`src/rtl/inst_buffer_pkg.sv`:
```
// Shared types and helpers for the dual-read instruction buffer.
// Entry layout is {pc, inst}; the top packs its parameterised fields in the same order.
package inst_buffer_pkg;

  localparam int DEF_DATA_W = 32;
  localparam int DEF_PC_W   = 32;

  typedef struct packed {
    logic [DEF_PC_W-1:0]   pc;
    logic [DEF_DATA_W-1:0] inst;
  } entry_t;

  localparam logic [1:0] DEQ_NONE = 2'd0;
  localparam logic [1:0] DEQ_ONE  = 2'd1;
  localparam logic [1:0] DEQ_TWO  = 2'd2;

  function automatic int cntW(input int depth);
    return $clog2(depth) + 1;
  endfunction

endpackage

```
`src/rtl/inst_buffer_ram.sv`:
```
// Entry storage: one synchronous write port, two asynchronous read ports.
// Contents are deliberately not reset; validity is tracked by the occupancy count.
module inst_buffer_ram #(
  parameter int DEPTH = 32,
  parameter int W     = 64
) (
  input  logic                     clk_i,
  input  logic                     we_i,
  input  logic [$clog2(DEPTH)-1:0] waddr_i,
  input  logic [W-1:0]             wdata_i,
  input  logic [$clog2(DEPTH)-1:0] raddr0_i,
  input  logic [$clog2(DEPTH)-1:0] raddr1_i,
  output logic [W-1:0]             rdata0_o,
  output logic [W-1:0]             rdata1_o
);

  logic [W-1:0] mem_q [DEPTH];

  always_ff @(posedge clk_i) begin
    if (we_i) begin
      mem_q[waddr_i] <= wdata_i;
    end
  end

  assign rdata0_o = mem_q[raddr0_i];
  assign rdata1_o = mem_q[raddr1_i];

endmodule

```
`src/rtl/inst_buffer.sv`:
```
// Show-ahead instruction buffer feeding a dual-issue decoder (0/1/2 retired per cycle).
// Optional INSTBUF_BYPASS_EN: incoming word is visible combinationally when fewer than two are stored.
module inst_buffer
  import inst_buffer_pkg::*;
#(
  parameter int DEPTH    = 32,
  parameter int DATA_W   = 32,
  parameter int PC_W     = 32,
  parameter int AFULL_TH = DEPTH - 2
) (
  input  logic                   clk,
  input  logic                   rst,
  input  logic                   rst_c,
  input  logic                   rdy,
  input  logic                   we_i,
  input  logic [DATA_W-1:0]      inst_i,
  input  logic [PC_W-1:0]        pc_i,
  input  logic [1:0]             deq_i,
  output logic [DATA_W-1:0]      inst0_o,
  output logic [PC_W-1:0]        pc0_o,
  output logic                   vld0_o,
  output logic [DATA_W-1:0]      inst1_o,
  output logic [PC_W-1:0]        pc1_o,
  output logic                   vld1_o,
  output logic [cntW(DEPTH)-1:0] count_o,
  output logic                   empty_o,
  output logic                   full_o,
  output logic                   afull_o,
  output logic                   ovf_o
);

  localparam int CNT_W   = cntW(DEPTH);
  localparam int PTR_W   = $clog2(DEPTH);
  localparam int ENTRY_W = PC_W + DATA_W;

  logic [PTR_W-1:0]   head_q, head_d, tail_q, tail_d;
  logic [CNT_W-1:0]   count_q, count_d;
  logic               ovf_q, ovf_d;
  logic [CNT_W-1:0]   deqReq, avail, deqEff, deqStore;
  logic               bypassVis, bypassUsed, accept, storeWe, ramWe, illegal;
  logic [ENTRY_W-1:0] rdData0, rdData1;

  // A deq of 3 is clamped to 2; a bypassed word counts as available and,
  // if dequeued, is consumed without ever touching storage.
  always_comb begin
    deqReq = (deq_i == 2'd3) ? CNT_W'(DEQ_TWO) : CNT_W'(deq_i);
`ifdef INSTBUF_BYPASS_EN
    bypassVis = rdy && !rst_c && we_i && (count_q < CNT_W'(2));
`else
    bypassVis = 1'b0;
`endif
    avail      = count_q + CNT_W'(bypassVis);
    deqEff     = (deqReq > avail) ? avail : deqReq;
    bypassUsed = deqEff > count_q;
    deqStore   = deqEff - CNT_W'(bypassUsed);
    accept     = we_i && ((count_q - deqStore) < CNT_W'(DEPTH));
    storeWe    = accept && !bypassUsed;
    illegal    = (deq_i == 2'd3) || (deqReq > avail) || (we_i && !accept);
    ramWe      = rdy && !rst_c && storeWe;

    head_d  = head_q;
    tail_d  = tail_q;
    count_d = count_q;
    ovf_d   = ovf_q;
    if (rdy) begin
      if (rst_c) begin
        head_d  = '0;
        tail_d  = '0;
        count_d = '0;
      end else begin
        head_d  = head_q + PTR_W'(deqStore);
        tail_d  = tail_q + PTR_W'(storeWe);
        count_d = count_q + CNT_W'(storeWe) - deqStore;
        ovf_d   = ovf_q | illegal;
      end
    end
  end

  always_ff @(posedge clk or negedge rst) begin
    if (!rst) begin
      head_q  <= '0;
      tail_q  <= '0;
      count_q <= '0;
      ovf_q   <= 1'b0;
    end else begin
      head_q  <= head_d;
      tail_q  <= tail_d;
      count_q <= count_d;
      ovf_q   <= ovf_d;
    end
  end

  inst_buffer_ram #(
    .DEPTH (DEPTH),
    .W     (ENTRY_W)
  ) u_ram (
    .clk_i    (clk),
    .we_i     (ramWe),
    .waddr_i  (tail_q),
    .wdata_i  ({pc_i, inst_i}),
    .raddr0_i (head_q),
    .raddr1_i (head_q + PTR_W'(1)),
    .rdata0_o (rdData0),
    .rdata1_o (rdData1)
  );

  // Invalid slots always drive zero rather than stale storage.
  always_comb begin
    vld0_o  = 1'b0;
    vld1_o  = 1'b0;
    pc0_o   = '0;
    inst0_o = '0;
    pc1_o   = '0;
    inst1_o = '0;
    if (count_q != '0) begin
      vld0_o           = 1'b1;
      {pc0_o, inst0_o} = rdData0;
    end else if (bypassVis) begin
      vld0_o           = 1'b1;
      {pc0_o, inst0_o} = {pc_i, inst_i};
    end
    if (count_q >= CNT_W'(2)) begin
      vld1_o           = 1'b1;
      {pc1_o, inst1_o} = rdData1;
    end else if (bypassVis && (count_q == CNT_W'(1))) begin
      vld1_o           = 1'b1;
      {pc1_o, inst1_o} = {pc_i, inst_i};
    end
  end

  assign count_o = count_q;
  assign empty_o = (count_q == '0);
  assign full_o  = (count_q == CNT_W'(DEPTH));
  assign afull_o = (count_q >= CNT_W'(AFULL_TH));
  assign ovf_o   = ovf_q;

endmodule

```
`config.mk`:
```
export PLATFORM = sky130hd
export DESIGN_NAME = inst_buffer
export DESIGN_NICKNAME = d
export VERILOG_FILES = /design/src/rtl/inst_buffer_pkg.sv /design/src/rtl/inst_buffer_ram.sv /design/src/rtl/inst_buffer.sv
export SDC_FILE = /design/constraint.sdc
export NUM_CORES = 2
export LEC_CHECK = 0
export ABC_CLOCK_PERIOD_IN_PS = 18000
export BUFFER_PORTS_ARGS = -buffer_cell sky130_fd_sc_hd__buf_2
export CAP_MARGIN = 10
export CELL_PAD_IN_SITES_DETAIL_PLACEMENT = 1
export CELL_PAD_IN_SITES_GLOBAL_PLACEMENT = 2
export CORE_MARGIN = 5
export CORE_UTILIZATION = 56
export CTS_BUF_LIST = sky130_fd_sc_hd__clkbuf_4
export DETAILED_ROUTE_END_ITERATION = 10
export HOLD_SLACK_MARGIN = 0.08
export PLACE_DENSITY = 0.94
export SETUP_SLACK_MARGIN = 0.02
export SLEW_MARGIN = 20
export SYNTH_ARGS = -nofsm -noshare
export SYNTH_HDL_FRONTEND = slang
export SYNTH_HIERARCHICAL = 1
export SYNTH_SLANG_ARGS = --single-unit
```
`constraint.sdc`:
```
create_clock -name clk -period 18 [get_ports clk]
set_input_delay 1.8 -clock clk [delete_from_list [all_inputs] [get_ports clk]]
set_output_delay 1.8 -clock clk [all_outputs]
set_load 0.05 [all_outputs]
```
==> metrics.md <==
| Metric | Value |
|---|---|
| Worst relative slew slack | 0.1712 |
| Critical path startpoint category | flop |
| Final hold slack | 357.4 ps |
| Setup repair bufs after CTS | 0 |
| Initial cell density of the core | 0.5626 |
| Outcome | complete, no violations |
| Number of DRC violations after detailed routing | 0 |
| Synth top cells by count | 2048 x sky130_fd_sc_hd__edfxtp_1, 1039 x sky130_fd_sc_hd__mux4_2, 364 x sky130_fd_sc_hd__mux2i_1, 133 x sky130_fd_sc_hd__and2_1, 129 x sky130_fd_sc_hd__buf_2 |
| Aggregate global routing overflow | 0 |
| Static leakage | 34.26 nW |
| Post-synthesis net count | 4721 |
| Overall routing resource usage | 0.3592 |
| Register clock-pin slew on the reported worst setup and hold paths | 70 ps |
| Synthesis Warnings | 6 |
| Number of max-cap violations | 0 |
| Filler Cells Inserted | between 10000 and 15000 |
| Final-report setup violation count | 0 |
| First-pass GRT wire length | 459.9 mm |
| Top cell type's share of synthesized area | 0.6372 |
| Skew final | 106.1 ps |
| Total iterations of the first detailed-routing run | 5 |
| Library cells used by synthesis | 59 |
| Async set-reset flop share out of synthesis | 0.008232 |
| Number of placement rows | 152 |
| Final GP Congestion | a little under 0.9 |
| Flip-flop cell with the highest count after synthesis | sky130_fd_sc_hd__edfxtp_1 |
| Number of H-tree branching levels | 6 |
| Critical path start-end classification | flop to output pin |
| Vias per cell | between 7 and 8 |
| Slew at the pin closest to its max-slew limit | between 1000 and 1500 ps |
| Most heavily used metal layer in global routing | met2 |
| RSZ-0062 raised after global routing | no |
| Worst-skew pair later-pin latency | 1390 ps |
| Final TNS setup | 0 ps |
| Critical path capture point type | output pin |
| GRT met2 Usage | 0.5557 |
| Tightest Hold Check Type | input port to async pin |
| Detail Route Antenna Nets | 0 |
| Critical path arrival | between 8000 and 9000 ps |
| Quantity of gates resized following cts | 0 |
| DIE WIDTH | 425.2 um |
| Total die area | 180800 um^2 |
| FMAX | 99.67 MHz |
| Core utilization of the finished layout | 0.6219 |
| EDFF count, synth | 2048 |
| Count of state elements after synthesis | 2065 |
| Number of buffer cells added on primary ports | 210 |
| Floorplan core area | around 170000 um^2 |
| Final period util | 0.5574 |
| Leading cell type by number of instances after synthesis | sky130_fd_sc_hd__edfxtp_1 |
| CTS Root Buffer Type | sky130_fd_sc_hd__clkbuf_4 |
| Final Hold Violating Endpoints | 0 |
| Post-cts hold buffer count | 0 |
| Final Max Slew Viols | 0 |
| Number of buffers created by CTS | 545 |
| Proportion of layout cells with a drive suffix above 1 | 0.4217 |
| Average detailed-routed wire length per instance | 41.36 um |
| Die height | ~430 um |
| Synth area leaders | sky130_fd_sc_hd__edfxtp_1 64%, sky130_fd_sc_hd__mux4_2 24%, sky130_fd_sc_hd__mux2i_1 3.8% |
| 1st-iter DRT viols | ~8700 |
| Detailed-route wire length | 323.5 mm |
| Antenna violations before repair | 34 |
| Post-DP HPWL | around 180 mm |
| Growth of design area from synthesis to finish | 10.53% |
| Pwr Density | around 180 nW/um^2 |
| Syn Std Cell Area | 96520 um^2 |
| Final worst path period need | 10030 ps |
| Met3 Track Usage GR | 0.1060 |
| CTS tree | done |
| Largest net degree at the start of global routing | around 130 |
| Critical Path Fanout Max | 102 |
| Worst IR Drop VDD | 0.2426 mV |
| Post-synth top area cell | sky130_fd_sc_hd__edfxtp_1 |
| Synth Instances | between 4000 and 5000 |
| Number of sinks handled by clock tree synthesis | 2065 |
| Total via count in the routed design | a little under 60000 |
| Portion of the post-synthesis area used by sequential elements | 0.6416 |
| Required time at the worst-slack endpoint | about 16000 ps |
| Number of placed I/O pins | 211 |
| Maximum number of buffers from clock root to sink | 4 |
| Via count of the first global-routing pass | 62280 |
| Nets | 5233 |
| Met1 Usage GRT | 0.4509 |
| Post-Syn Area per Cell | 20.88 um^2 |
==> metal layers <==
layer	share of wire	wire length, um
met5	0.00038	124
met2	0.47	153100
met3	0.13	42940
met1	0.32	104400
met4	0.071	22970
==> cell usage in the layout, fill, tap and decap left out, drive strengths merged, types with 23 or more instances in the layout <==
cell type and count:
a32o 39, edfxtp 2048, diode 25, inv 31
nor2b 28, nand2 93, mux2i 364, o22ai 38
clkbuf 781, nor2 53, mux4 1039, a221oi 93
o21a 24, a22o 35, buf 331, ha 23
mux2 59, clkinv 99, and2 134
==> through the flow <==
stage	std cells	worst slack, ps	power, mW	area [um^2]
2_1_floorplan	4623	8707	11.93	96520
3_3_place_gp	6893	8691	14.52	99950
3_5_place_dp	6895	8421	14.73	99990
4_1_cts	7794	7943	18.89	106600
5_1_grt	7808	7524	19.56	106700
6_report	7822	7967	18.96	106700
==> layout make-up <==
class,count,area (um^2),share of cell area
diodes,25,62.56,0.0005864
repair buffers,331,2112,0.01980
clock buffers,781,5863,0.05496
well taps,2310,2890,0.02709
clock inverters,118,703.2,0.006591
flip-flops and latches,2065,61940,0.5806
inverters,23,101.3,0.0009500
multi-input cells,2169,33010,0.3094
==> sequential cells by signal, summed over array words and instances, names as in the netlist <==
register,flops
count_o,6
head_q,5
ovf_o,1
tail_q,5
u_ram/mem_q,2048
==> power by group <==
part           switching (mW)  internal, mW  leakage (nW)
sequential              0.114          5.34          18.6
clock                    2.01          2.11          3.94
combinational            5.93          3.46          11.7
==> worst paths after layout <==
check                                       startpoint  depth (start not counted)  slack, ps                       endpoint
worst max-delay path             head_q[0]$_DFFE_PN0P_                         11       7970                    inst0_o[21]
worst min-delay path                               rst                          1        360          head_q[4]$_DFFE_PN0P_
worst max register to register  count_o[1]$_DFFE_PN0P_                         21       9380  u_ram/mem_q[23][18]$_DFFE_PP_
worst min register to register       ovf_o$_DFFE_PN0P_                          2        580              ovf_o$_DFFE_PN0P_
max in group asynchronous                          rst                          1      17210          head_q[2]$_DFFE_PN0P_
min in group clk                     ovf_o$_DFFE_PN0P_                          2        580              ovf_o$_DFFE_PN0P_
==> critical path, stage by stage, from the launching register on <==
cell and delay [ps]:
sky130_fd_sc_hd__dfrtp_4 880, sky130_fd_sc_hd__buf_4 690, sky130_fd_sc_hd__buf_4 680, sky130_fd_sc_hd__buf_12 660
sky130_fd_sc_hd__buf_4 800, sky130_fd_sc_hd__buf_4 830, sky130_fd_sc_hd__mux4_2 400, sky130_fd_sc_hd__mux2i_1 90
sky130_fd_sc_hd__a22o_1 280, sky130_fd_sc_hd__a221oi_1 720, sky130_fd_sc_hd__and2_1 240, sky130_fd_sc_hd__buf_2 270
==> logic make-up (layout without fill, tap and decap cells) <==
| kind of cell | Yosys count | after routing | share of synthesized area |
|---|---|---|---|
| DFF | 2065 | 2065 | 0.6416 |
| muxes | 1462 | 1462 | 0.2871 |
| buffers and inverters | 389 | 1253 | 0.02049 |
| and+or+nand+nor | 358 | 358 | 0.01963 |
| AOI/OAI and AO/OA | 312 | 312 | 0.02639 |
| adders and majority gates | 27 | 27 | 0.003811 |
| xor gates and xnor gates | 10 | 10 | 0.0009853 |
| other | 0 | 25 | 0 |
(Power assumes the default switching activity.)
